**config.mk**
```make
export PLATFORM = sky130hd
export DESIGN_NAME = mem_arbiter
export DESIGN_NICKNAME = d
export VERILOG_FILES = /design/src/rtl/mem_arbiter.sv
export SDC_FILE = /design/constraint.sdc
export NUM_CORES = 1
export LEC_CHECK = 0
export ABC_AREA = 0
export BUFFER_PORTS_ARGS = -buffer_cell sky130_fd_sc_hd__buf_2
export CAP_MARGIN = 20
export CORE_AREA = 2 2 196 121
export CTS_BUF_LIST = sky130_fd_sc_hd__clkbuf_16
export DETAILED_ROUTE_END_ITERATION = 16
export DIE_AREA = 0 0 198 123
export GPL_TIMING_DRIVEN = 0
export PLACE_DENSITY = 0.57
export SLEW_MARGIN = 5
export SYNTH_ARGS = -nofsm -noshare
export SYNTH_HDL_FRONTEND = slang
export SYNTH_SLANG_ARGS = --single-unit
```
**constraint.sdc**
```tcl
create_clock -name clk -period 1.7 [get_ports clk]
set_clock_uncertainty 0.15 [all_clocks]
set_input_delay 0.085 -clock clk [delete_from_list [all_inputs] [get_ports clk]]
set_output_delay 0.085 -clock clk [all_outputs]
set_load 0.05 [all_outputs]
```
**src/rtl/mem_arbiter.sv**
```systemverilog
// mem_arbiter
// Two-master arbiter/sequencer in front of a single-port data memory with a
// combinational read port, a posedge write port and MemRd/MemWr strobes.
// Master 0 is the read-only instruction-fetch port and master 1 is the
// load/store port. Requests are serialised with round-robin fairness. The
// strobes are held for 1+WAIT_CYCLES cycles, and every result comes back
// with a one-cycle rvalid pulse. A misaligned or out-of-range address is
// answered with err=1 and never reaches the memory.
//
// Ports
//   clk, rst_n                 clock (rising edge), async active-low reset
//   m0_req_i, m0_addr_i        master 0 read request / byte address
//   m0_ready_o                 master 0 accept pulse
//   m0_rvalid_o, m0_rdata_o,
//   m0_err_o                   master 0 response
//   m1_req_i, m1_we_i,
//   m1_addr_i, m1_wdata_i      master 1 request (we=1 store, we=0 load)
//   m1_ready_o                 master 1 accept pulse
//   m1_rvalid_o, m1_rdata_o,
//   m1_err_o                   master 1 response (rdata=0 for stores)
//   mem_rd_o, mem_wr_o         registered memory strobes
//   mem_addr_o, mem_wdata_o    memory address / write data (0 outside ACCESS)
//   mem_rdata_i                memory read data (combinational)
//   busy_o                     FSM not in IDLE
//
// Handshake: a master raises mX_req_i with its address/data and holds them
// until it sees mX_ready_o high during a cycle; the request is taken at the
// end of that cycle. After that the master may drop req and change
// addr/wdata freely. The response is a single-cycle mX_rvalid_o pulse
// carrying rdata/err, and it cannot be back-pressured.

module mem_arbiter #(
    parameter int ADDR_W      = 32,
    parameter int DATA_W      = 32,
    parameter int MEM_WORDS   = 1024,
    parameter int WAIT_CYCLES = 0
) (
    input  logic              clk,
    input  logic              rst_n,
    input  logic              m0_req_i,
    input  logic [ADDR_W-1:0] m0_addr_i,
    output logic              m0_ready_o,
    output logic              m0_rvalid_o,
    output logic [DATA_W-1:0] m0_rdata_o,
    output logic              m0_err_o,
    input  logic              m1_req_i,
    input  logic              m1_we_i,
    input  logic [ADDR_W-1:0] m1_addr_i,
    input  logic [DATA_W-1:0] m1_wdata_i,
    output logic              m1_ready_o,
    output logic              m1_rvalid_o,
    output logic [DATA_W-1:0] m1_rdata_o,
    output logic              m1_err_o,
    output logic              mem_rd_o,
    output logic              mem_wr_o,
    output logic [ADDR_W-1:0] mem_addr_o,
    output logic [DATA_W-1:0] mem_wdata_o,
    input  logic [DATA_W-1:0] mem_rdata_i,
    output logic              busy_o
);

    typedef enum logic [1:0] {
        S_IDLE   = 2'd0,
        S_ACCESS = 2'd1,
        S_DONE   = 2'd2
    } state_t;

    localparam logic [ADDR_W-1:0] MEM_WORDS_A = ADDR_W'(MEM_WORDS);
    localparam logic [3:0]        WAIT_INIT   = 4'(WAIT_CYCLES);

    state_t state_q, state_d;

    // active_q keeps the combinational ready pulses low while in reset and
    // for the first cycle after it, so a master holding req across reset
    // is never told it was accepted while the block is being cleared.
    logic              active_q;
    logic              last_grant_q, last_grant_d;
    logic              id_q, id_d;
    logic              we_q, we_d;
    logic              err_q, err_d;
    logic [ADDR_W-1:0] addr_q, addr_d;
    logic [DATA_W-1:0] wdata_q, wdata_d;
    logic [DATA_W-1:0] result_q, result_d;
    logic [3:0]        cnt_q, cnt_d;
    logic              mem_rd_q, mem_rd_d;
    logic              mem_wr_q, mem_wr_d;

    logic              req0, req1;
    logic              grant_valid, grant_id;
    logic              sel_we, addr_err;
    logic [ADDR_W-1:0] sel_addr;
    logic [DATA_W-1:0] sel_wdata;

    // Arbitration: on a tie the master that did not win last time wins.
    always_comb begin
        req0        = m0_req_i & active_q;
        req1        = m1_req_i & active_q;
        grant_valid = (state_q == S_IDLE) && (req0 || req1);
        grant_id    = (req0 && req1) ? ~last_grant_q : req1;
        sel_addr    = grant_id ? m1_addr_i : m0_addr_i;
        sel_we      = grant_id & m1_we_i;
        sel_wdata   = grant_id ? m1_wdata_i : '0;
        addr_err    = (sel_addr[1:0] != 2'b00) ||
                      ({2'b00, sel_addr[ADDR_W-1:2]} >= MEM_WORDS_A);
    end

    // State register
    always_ff @(posedge clk or negedge rst_n) begin
        if (!rst_n) begin
            state_q <= S_IDLE;
        end else begin
            state_q <= state_d;
        end
    end

    // Next-state logic
    always_comb begin
        state_d = state_q;
        case (state_q)
            S_IDLE: begin
                if (grant_valid) begin
                    state_d = addr_err ? S_DONE : S_ACCESS;
                end
            end
            S_ACCESS: begin
                if (cnt_q == 4'd0) begin
                    state_d = S_DONE;
                end
            end
            S_DONE:  state_d = S_IDLE;
            default: state_d = S_IDLE;
        endcase
    end

    // Datapath next values
    always_comb begin
        last_grant_d = last_grant_q;
        id_d         = id_q;
        we_d         = we_q;
        err_d        = err_q;
        addr_d       = addr_q;
        wdata_d      = wdata_q;
        result_d     = result_q;
        cnt_d        = cnt_q;
        if (grant_valid) begin
            last_grant_d = grant_id;
            id_d         = grant_id;
            we_d         = sel_we;
            err_d        = addr_err;
            addr_d       = sel_addr;
            wdata_d      = sel_wdata;
            result_d     = '0;
            cnt_d        = WAIT_INIT;
        end else if (state_q == S_ACCESS) begin
            if (cnt_q != 4'd0) begin
                cnt_d = cnt_q - 4'd1;
            end else begin
                result_d = we_q ? '0 : mem_rdata_i;
            end
        end
    end

    // The strobes are registered from next-state values. mem_wr is only
    // raised for the ACCESS cycle whose counter is 0, which puts exactly
    // one write edge at the end of the access window.
    always_comb begin
        mem_rd_d = (state_d == S_ACCESS) && !we_d;
        mem_wr_d = (state_d == S_ACCESS) && we_d && (cnt_d == 4'd0);
    end

    always_ff @(posedge clk or negedge rst_n) begin
        if (!rst_n) begin
            active_q     <= 1'b0;
            last_grant_q <= 1'b1;
            id_q         <= 1'b0;
            we_q         <= 1'b0;
            err_q        <= 1'b0;
            addr_q       <= '0;
            wdata_q      <= '0;
            result_q     <= '0;
            cnt_q        <= '0;
            mem_rd_q     <= 1'b0;
            mem_wr_q     <= 1'b0;
        end else begin
            active_q     <= 1'b1;
            last_grant_q <= last_grant_d;
            id_q         <= id_d;
            we_q         <= we_d;
            err_q        <= err_d;
            addr_q       <= addr_d;
            wdata_q      <= wdata_d;
            result_q     <= result_d;
            cnt_q        <= cnt_d;
            mem_rd_q     <= mem_rd_d;
            mem_wr_q     <= mem_wr_d;
        end
    end

    // Output logic
    always_comb begin
        m0_ready_o  = grant_valid && !grant_id;
        m1_ready_o  = grant_valid && grant_id;
        m0_rvalid_o = (state_q == S_DONE) && !id_q;
        m1_rvalid_o = (state_q == S_DONE) && id_q;
        m0_rdata_o  = m0_rvalid_o ? result_q : '0;
        m1_rdata_o  = m1_rvalid_o ? result_q : '0;
        m0_err_o    = m0_rvalid_o && err_q;
        m1_err_o    = m1_rvalid_o && err_q;
        mem_rd_o    = mem_rd_q;
        mem_wr_o    = mem_wr_q;
        mem_addr_o  = (state_q == S_ACCESS) ? addr_q : '0;
        mem_wdata_o = (state_q == S_ACCESS) ? wdata_q : '0;
        busy_o      = (state_q != S_IDLE);
    end

endmodule

```
-- Word-level counts from Yosys, hierarchy flattened
Cells that the tools add are included.
- add/subtract/negate cells: 1
- order comparisons: 1
- equal/unequal tests: 4
- mux-type cells: 19
- bitwise logic cells: 4
- reduce and logical (&&, ||, !) cells: 24
- operator list (cell ; count):
    $mux W32 ; 10
    $ge A30 B11 Y1 const B ; 1
    $mux W4 ; 3
    $logic_and A1 B1 Y1 ; 11
    $logic_not A4 Y1 ; 2
    $mux W2 ; 3
    $reduce_bool A2 Y1 ; 3
    $eq A2 B1 Y1 const B ; 2
    $pmux W2 S2 ; 1
    $reduce_bool A4 Y1 ; 1
    $sub A4 B1 Y4 const B ; 1
    $and A1 B1 Y1 ; 3
    $logic_not A1 Y1 ; 3
    $eq A2 B2 Y1 const B ; 1
    $logic_not A2 Y1 ; 1
    $logic_or A1 B1 Y1 ; 2
    $mux W1 ; 2
    $ne A2 B2 Y1 const B ; 1
    $reduce_and A2 Y1 ; 1
    $not A1 Y1 ; 1
- bits in registers: 109
- output and inout bits: 137
- word-level logic and storage cells: 65

-- Longest topological paths before layout
Gate-level depths: netlist of the first run.
- word-level depth: 12
- gate-level depth with buffers: 8

-- Least setup slack after synthesis of the first run
Ideal clock, no wire load.
- kind: register -> output
- start point: register state_q[0]
- end point: output m0_rdata_o[22]
- arrival: 1.939 ns
- data required time: 1.465 ns
- slack: -0.474 ns
- stages on the path, launching flop included: 4
- path through: dfrtp_1 -> nor3b_1 -> clkbuf_1 -> and2_1
- word-level cells in the longest chain between the ends: 3
- RTL lines (item ; line ; source):
    start: declaration ; 71 ; state_t state_q, state_d;
    start signal: assignment ; 112 ; state_q <= state_d;
    $eq A2 B2 Y1 ; 203 ; m0_rvalid_o = (state_q == S_DONE) && !id_q;
    $logic_and A1 B1 Y1 ; 203 ;
    named net m0_rvalid_o ; 43 ; output logic m0_rvalid_o,
    $mux W32 ; 205 ; m0_rdata_o = m0_rvalid_o ? result_q : '0;
    end: declaration ; 44 ; output logic [DATA_W-1:0] m0_rdata_o,
The timed path passes the listed nets, and every way through them passes these cells.

-- Worst setup path in the final report of the first run
- start point: register state_q[0]
- end point: output m1_rdata_o[29]
- word-level cells in the longest chain between the ends: 3
- RTL lines (item ; line ; source):
    $eq A2 B2 Y1 ; 204 ; m1_rvalid_o = (state_q == S_DONE) && id_q;
    $logic_and A1 B1 Y1 ; 204 ;
    $mux W32 ; 206 ; m1_rdata_o = m1_rvalid_o ? result_q : '0;
    end: declaration ; 52 ; output logic [DATA_W-1:0] m1_rdata_o,
Every way passes these cells.

==> metrics.cfg, run 1 <==
[detailed_routing]
avgRoutedWirePerCell_um = 20.2
ant_nets = 0
wl_met2_um = 13800
drc = 0
routed_via_density = 4.72
drt_first_iter_violations = 350
dr.pass1.iters = 5
vias = 6761
wl_met3_um = 2070
wl_met1_um = 12600
wirelength_um = 28900
highest_layer = met4

[finish]
area_growth_pct = 127
fill_cells = 1849
stdcell_count = 1432
num_antenna_cells = 0
drive_above_1_share_pct = 56.9
multiInputGateArea_um2 = 3580
fin_nets = 1246
seq_area_um2 = 2730

[place]
dp.cells = 1228
dp_hpwl_um = 15500
gp_congestion = 0.842
io_buffers = 269

[synth]
synth_area_leaders = dfrtp_1, and2_1, nand2_1
netlist_top_cells_count = nand2_1, and2_1, dfrtp_1
syn_inst = 643
syn_nets = 777
synth_flop_cell = dfrtp_1
yosys_warnings = 0
synth-async-reset-ratio_pct = 100
syn_area_per_cell_um2 = 8.63
seq_area_frac_synth_pct = 49.2
yosysTopAreaCellShare_pct = 48.7
synth_seq_cells = 109
synth_top_area_cell = dfrtp_1
synth_area_um2 = 5550
post-synth-top-count-cell = nand2_1
synth-edff-count = 0
synth_cell_types = 41

[power]
switchingPower_mw = 2.08
cellPowerDensity_nw_per_um2 = 541
netSwitchingFraction_pct = 30.6
p_int_mw = 4.72
p_total_mw = 6.80
leakage_nw = 5.87
ir_drop_mv = 0.458
combPwrFrac_pct = 25.9
clockPowerShare_pct = 30.1
seqPwrFrac_pct = 44.0

[sta]
relSlewSlack_pct = 58.7
hold_viol = 0
fmax_mhz = 502
finalSetupViolations = 222
grt_setup_unrepaired = true
setup_tns_ns = -37.90
worst_slew_pin_slew_ns = 0.613
finalCritPeriodShare_pct = 117
slew_viol_final = 0
hold-worst-slack_ns = 0.0556
post-route-min-period_ns = 1.99
layout_setup_ws_ns = -0.292

[clocking]
numCtsBuffers = 9
htreeDepth = 3
clockBufferDepth = 2
cts_tree = yes
clockRootBuffer = clkbuf_16
cts.sinks = 109
clock_latency_ns = 0.36
clk_pin_slew_ns = 0.08

[global_routing]
antenna_found_initial = 0
grt_usage_pct = 20.4
grt_first_pass_wirelength_um = 37700
grt_max_degree = 68
grt_pass1_vias = 6637
overflow = 0

[worst_setup_path]
critical_path_class = register to output port
end_kind = output port
critical_path_required_ns = 1.46
crit_path_max_fanout = 7
worstSetupStartpointType = register
cp.arrival_ns = 1.76

[run_status]
status = finished with violations
violations = setup timing

[floorplanning]
initial_core_util_pct = 24.5
die_w_um = 198
coreArea_um2 = 22700
floorplan.die.height_um = 123
rows = 43
die-area_um2 = 24400
io_pins = 270

[hold_path]
hold_path_class = input port to async pin

[flow_run]
maxCapViolCount = 0

==> path summary, 6_finish.rpt <==
check                               from              to  slack [ns]  cells past startpoint
hold reg to reg              wdata_q[31]     wdata_q[31]        0.32                      2
min in group clk           m0_addr_i[25]      addr_q[25]        0.09                      3
max in group asynchronous          rst_n      wdata_q[1]        0.63                      3
setup / recovery              state_q[0]  m1_rdata_o[29]       -0.29                      5
hold / removal                     rst_n      addr_q[11]        0.06                      2
setup reg to reg              state_q[1]     result_q[7]       -0.17                      8
==> power groups by stage <==
stage	registers (mW)	logic [mW]	clock network, mW
after CTS	2.93	1.25	2.12
after detailed placement	2.97	0.860	0
after floorplan	2.93	0.452	0
final	2.99	1.76	2.05
after global placement	2.96	0.845	0
after global routing	3.01	1.87	2.20
==> layout by cell type (no fill, tap or decap), types with 3 or more instances in the layout <==
cell and n:
buf_8 146, dfrtp_2 3, a22o_1 20, nor3b_2 7, nand2_2 23, nor2_4 11, dlygate4sd3_1 129, a31oi_1 22
nand3_1 21, a21oi_2 6, nand2_4 10, and2_2 13, nor3b_4 7, nor4_2 3, dfrtp_1 105, nand2_1 104
clkbuf_16 27, buf_4 17, buf_12 17, buf_6 39, inv_1 3, nor4_1 8, a21oi_1 8, a21o_1 3
a31oi_4 10, and2_4 115, nand3_2 11, buf_2 136, nor2_2 8, nor2_1 39
==> worst max-delay path, stage by stage (launching register included) <==
cell and delay, ns:
dfrtp_2 0.47, and3b_4 0.32, buf_12 0.16, clkbuf_16 0.16, and2_4 0.14, buf_8 0.14
==> metal layers <==
layer	track usage, %	up-vias
met5	0	-
li1	-	3073
met1	26.8	3303
met2	34.2	344
met3	5.26	41
met4	3.81	0
==> cell families after synthesis <==
logic type,count (synthesis),synth area share [%]
other,1,0.0676
AOI/OAI and AO/OA,78,9.60
DFF,109,49.2
buffers and inverters,52,4.55
adders and majority gates,1,0.225
xor gates and xnor gates,3,0.473
and+or+nand+nor,399,35.9
==> final cells by class <==
cell class	count	area share (%)
clock buffers	9	1.79
multi-input cells	482	28.5
repair buffers	460	39.1
flip-flops and latches	109	21.7
plain buffers	46	5.18
clock inverters	7	0.358
inverters	4	0.159
well taps	315	3.13
==> repair_timing <==
action / CTS / global route
pin swaps: 55 / 99
hold buffers: 130 / 0
setup endpoints to repair: 238 / 233
resized for setup: 538 / 310
endpoints found under the hold margin: 207 / 0
buffers inserted: 24 / 19
gates cloned: 7 / 19
==> through the flow <==
step                      util [%]  instance area, µm²  worst slack, ns
after floorplan                  -                5650          -0.0276
after global placement        32.6                7390            -1.14
after detailed placement      32.8                7420           -0.627
after CTS                     48.5               11000           -0.323
after global routing          55.5               12600           -0.348
final                         55.5               12600           -0.292
==> sequential cells by signal (all words and copies together), names as in the netlist, 2 cells and up <==
register  count
state_q       2
cnt_q         4
wdata_q      32
result_q     32
addr_q       32
(Power assumes the default switching activity.)
==> run 2, diff against run 1 <==
--- a/config.mk
+++ b/config.mk
@@ -14,6 +14,7 @@
 export DIE_AREA = 0 0 198 123
 export GPL_TIMING_DRIVEN = 0
 export PLACE_DENSITY = 0.57
+export SETUP_SLACK_MARGIN = 0.2
 export SLEW_MARGIN = 5
 export SYNTH_ARGS = -nofsm -noshare
 export SYNTH_HDL_FRONTEND = slang
==> run 2 against run 1 <==
Effect of this change:
- highest routed layer unchanged
- first-iteration DRC count is 28% lower
- the run still ends with setup timing left
- critical path depth is 1 higher
- worst setup slack worse by 0.0080 ns
- routed wire length is 0.60% lower
- clock-buffer cell count stayed put
- sequential power hardly changed
==> metrics.cfg, run 2 (synthesis gave the netlist of run 1 again) <==
[run_status]
status = finished with violations
violations = setup timing

[power]
switchingPower_mw = 2.04
clockPowerShare_pct = 32.4
leakage_nw = 6.07
cellPowerDensity_nw_per_um2 = 543
p_int_mw = 5.08
ir_drop_mv = 0.480
netSwitchingFraction_pct = 28.7
seqPwrFrac_pct = 41.6
p_total_mw = 7.12
combPwrFrac_pct = 25.9

[worst_setup_path]
r2r-end = result_q[8]
worstSetupStartpointType = register
critical_path_class = register to output port
rrSetupSlack_ns = -0.18
cp.arrival_ns = 1.77
ff2ff_path_depth = 8
endpoint = m0_rdata_o[15]
end_kind = output port
crit_path_max_fanout = 7
r2r_start = cnt_q[0]
crit_start = state_q[0]
critical_path_required_ns = 1.46

[finish]
final_common_cell = buf_8
final_cell_mix = buf_8, buf_2, dlygate4sd3_1, and2_4, nand2_1
drive_above_1_share_pct = 59.4
area_growth_pct = 136
stdcell_count = 1456
top_regs = addr_q: 32 flops, result_q: 32 flops, wdata_q: 32 flops
final_core_util_pct = 57.9
fin_nets = 1269

[sta]
finalSetupViolations = 200
post-route-min-period_ns = 2.00
slew_viol_final = 0
worst_slew_pin_slew_ns = 0.495
relSlewSlack_pct = 66.7
setup_tns_ns = -34.78
grt_setup_unrepaired = true
finalCritPeriodShare_pct = 118
fmax_mhz = 500
hold_viol = 0
layout_setup_ws_ns = -0.300

[floorplanning]
initial_core_util_pct = 24.5
coreArea_um2 = 22700
floorplan.die.height_um = 123
die_w_um = 198
io_pins = 270
rows = 43
die-area_um2 = 24400

[flow_run]
maxCapViolCount = 0

[place]
dp_hpwl_um = 15400
gp_congestion = 0.797
dp.cells = 1228
io_buffers = 269
dp_slack_ns = -0.557

[detailed_routing]
dr.pass1.iters = 4
drc = 0
wirelength_um = 28700
ant_nets = 0
routed_via_density = 4.65
avgRoutedWirePerCell_um = 19.7
vias = 6764
drt_first_iter_violations = 252

[clocking]
numCtsBuffers = 9
htreeDepth = 3
cts.sinks = 109
clockRootBuffer = clkbuf_16
clock_latency_ns = 0.36
clk_pin_slew_ns = 0.08
clockBufferDepth = 2
cts_tree = yes

[global_routing]
grt_max_degree = 77
grt_usage_pct = 21.1
overflow = 0
grt_first_pass_wirelength_um = 38700
antenna_found_initial = 3
grt_pass1_vias = 6806

[hold_path]
hold_path_class = input port to async pin

==> run 2: worst max-delay path, stage by stage, from the launching register on <==
cell	delay, ns
dfrtp_2	0.46
nor3b_4	0.22
buf_6	0.21
buf_6	0.12
buf_8	0.10
and2_4	0.15
buf_8	0.14
==> run 2: per-layer routing <==
layer	up-vias	track usage, %	part of all wire (%)
met3	36	5.54	5.9
met4	0	5.59	1.9
met5	-	0	0
li1	3129	-	-
met2	252	35.1	48
met1	3347	27.3	44
==> run 2: through the flow <==
step	instance area (µm²)	hold WS, ns
2_1_floorplan	5900	-0.361
3_3_place_gp	7640	0.154
3_5_place_dp	7670	-0.142
4_1_cts	11600	0.0287
5_1_grt	13100	0.0414
6_report	13100	0.0328
==> run 2: power by group through the flow <==
stage,Combinational (mW),Clock (mW),Sequential [mW]
floorplan,0.477,0,2.94
global placement,0.864,0,2.97
detailed placement,0.884,0,2.98
CTS,1.34,2.38,2.93
global route,1.97,2.47,2.99
finish,1.85,2.31,2.97
==> run 2: layout make-up <==
| class | count | area [µm²] |
|---|---|---|
| multi-input cells | 482 | 3660 |
| clock buffers | 9 | 225 |
| inverters | 4 | 20.0 |
| well taps | 315 | 394 |
| fillers | 1807 | 9530 |
| plain buffers | 48 | 787 |
| repair buffers | 481 | 5220 |
| clock inverters | 5 | 78.8 |
| diodes | 3 | 7.51 |
| flip-flops and latches | 109 | 2730 |
==> run 2: worst min-delay path by stage <==
stage	from	endpoint	slack, ns	depth (start not counted)
final	rst_n	result_q[8]	0.03	2
after global routing	rst_n	result_q[8]	0.04	2
after CTS	rst_n	result_q[2]	0.03	2
after detailed placement	rst_n	result_q[8]	-0.14	1
after global placement	mem_rdata_i[16]	result_q[16]	0.15	2
after floorplan	rst_n	active_q	-0.36	0
==> run 2: repair_timing <==
item	in CTS	in global routing
endpoints found under the setup margin	242	243
gates cloned	13	18
buffers inserted	29	21
endpoints found under the hold margin	207	0
pin swaps	62	86
gates resized for setup	562	242
hold buffers	130	0
==> run 3, diff against run 2 <==
--- a/config.mk
+++ b/config.mk
@@ -8,12 +8,14 @@
 export ABC_AREA = 0
 export BUFFER_PORTS_ARGS = -buffer_cell sky130_fd_sc_hd__buf_2
 export CAP_MARGIN = 20
-export CORE_AREA = 2 2 196 121
+export CELL_PAD_IN_SITES_DETAIL_PLACEMENT = 1
+export CELL_PAD_IN_SITES_GLOBAL_PLACEMENT = 2
+export CORE_AREA = 2 2 204 126
 export CTS_BUF_LIST = sky130_fd_sc_hd__clkbuf_16
 export DETAILED_ROUTE_END_ITERATION = 16
-export DIE_AREA = 0 0 198 123
+export DIE_AREA = 0 0 206 128
 export GPL_TIMING_DRIVEN = 0
-export PLACE_DENSITY = 0.57
+export PLACE_DENSITY = 0.83
 export SETUP_SLACK_MARGIN = 0.2
 export SLEW_MARGIN = 5
 export SYNTH_ARGS = -nofsm -noshare
==> run 3 against run 2 <==
Effect of this change:
- the flow still finishes with violations (setup timing)
- utilization down 7.7 points
- clock power down 12%
- sequential share of layout area up 1.3 points
- critical path depth unchanged
- sequential cell count unchanged
- sequential power about the same
- critical path type unchanged
- critical endpoint is now m0_rdata_o[5]
- largest power group unchanged
==> metrics.cfg, run 3 (synthesis gave the netlist of run 1 again) <==
[sta]
slew_viol_final = 0
post-route-min-period_ns = 1.99
relSlewSlack_pct = 61.8
fmax_mhz = 502
worst_slew_pin_slew_ns = 0.568
layout_setup_ws_ns = -0.291
grt_setup_unrepaired = true
hold-worst-slack_ns = 0.0653
finalCritPeriodShare_pct = 117
hold_viol = 0
setup_tns_ns = -46.76
finalSetupViolations = 237

[run_status]
status = finished with violations
violations = setup timing

[detailed_routing]
wirelength_um = 29700
drc = 0
dr.pass1.iters = 4
avgRoutedWirePerCell_um = 20.5
routed_via_density = 4.58
drt_first_iter_violations = 230
vias = 6645
ant_nets = 0

[floorplanning]
rows = 45
coreArea_um2 = 24700
die-area_um2 = 26400
floorplan.die.height_um = 128
io_pins = 270
initial_core_util_pct = 22.5
die_w_um = 206

[finish]
top_regs = addr_q: 32 flops, result_q: 32 flops, wdata_q: 32 flops
drive_above_1_share_pct = 54.7
stdcell_count = 1450
multiInputGateArea_um2 = 3510
num_antenna_cells = 0
final_cell_mix = buf_2, dlygate4sd3_1, nand2_1, buf_8, dfrtp_1
fill_cells = 2675
area_growth_pct = 123
final_common_cell = buf_2
fin_nets = 1250
seq_area_um2 = 2730

[worst_setup_path]
worstSetupStartpointType = register
crit_path_max_fanout = 6
critical_path_class = register to output port
critical_path_required_ns = 1.46
end_kind = output port
rrSetupSlack_ns = -0.23
cp.arrival_ns = 1.76
crit_start = state_q[0]
r2r_start = state_q[0]

[power]
leakage_nw = 5.77
ir_drop_mv = 0.468
cellPowerDensity_nw_per_um2 = 549
p_total_mw = 6.81

[clocking]
clockRootBuffer = clkbuf_16
numCtsBuffers = 9
cts.sinks = 109
clock_latency_ns = 0.37
cts_tree = yes
clk_pin_slew_ns = 0.08
htreeDepth = 3
clockBufferDepth = 2

[place]
dp_slack_ns = -0.441
dp_hpwl_um = 17200
io_buffers = 269
dp.cells = 1242
gp_congestion = 0.784

[global_routing]
grt_usage_pct = 21.7
antenna_found_initial = 3
grt_pass1_vias = 7146
grt_first_pass_wirelength_um = 42600
overflow = 0
grt_max_degree = 67

[hold_path]
hold_path_class = input port to async pin

[flow_run]
maxCapViolCount = 0

run 3: changes by cell type in the layout (fill, tap and decap cells not counted), moves of 13 or more:
| cell | before | now |
|---|---|---|
| buf_8 | 149 | 104 |
| and2_4 | 121 | 85 |
| and2_2 | 6 | 33 |
| nand2_1 | 109 | 128 |
| nand2_2 | 25 | 8 |
| buf_4 | 18 | 34 |
| nor2_2 | 15 | 2 |
run 3: cell type report:
type / instances / share of cell area, %
repair buffers: 461 / 38.3
multi-input cells: 483 / 28.3
flip-flops and latches: 109 / 22.1
plain buffers: 48 / 5.68
well taps: 329 / 3.32
clock buffers: 9 / 1.82
clock inverters: 7 / 0.343
inverters: 4 / 0.162
run 3: routing by layer:
metal	wire length (µm)	share of wire (%)	vias up	track usage (%)
met5	27	0.091	-	0
met4	449	1.5	4	4.83
met3	1650	5.5	33	5.90
met2	14600	49	187	36.8
met1	12900	44	3330	27.5
li1	-	-	3091	-
run 3: worst max-delay path: stages (launching register included):
cell and delay, ns:
dfrtp_2 0.47, nor3b_4 0.21, buf_6 0.20, buf_12 0.12, buf_8 0.10, and2_4 0.14
buf_8 0.14
run 3: stage by stage:
stage	util, %	area [µm²]
global placement	31.0	7660
floorplan	-	5900
finish	50.2	12400
CTS	45.9	11300
detailed placement	31.2	7690
global route	50.2	12400
run 3: path summary, 6_finish.rpt:
kind | to | cells past startpoint
max in group asynchronous | wdata_q[15] | 3
worst min-delay path | addr_q[14] | 2
worst max register to register | mem_wr_o | 9
worst max-delay path | m0_rdata_o[5] | 6
min in group clk | err_q | 6
worst min register to register | wdata_q[6] | 2
run 3: power breakdown:
part,internal [mW],switching [mW]
clock,0.991,1.05
sequential,2.81,0.144
combinational,0.962,0.848
run 3: repair_timing:
action	CTS	global route
gates cloned	12	9
hold buffers	130	0
hold endpoints to repair	207	0
endpoints found under the setup margin	242	243
buffers inserted	30	11
pin swaps	35	70
resized for setup	476	164
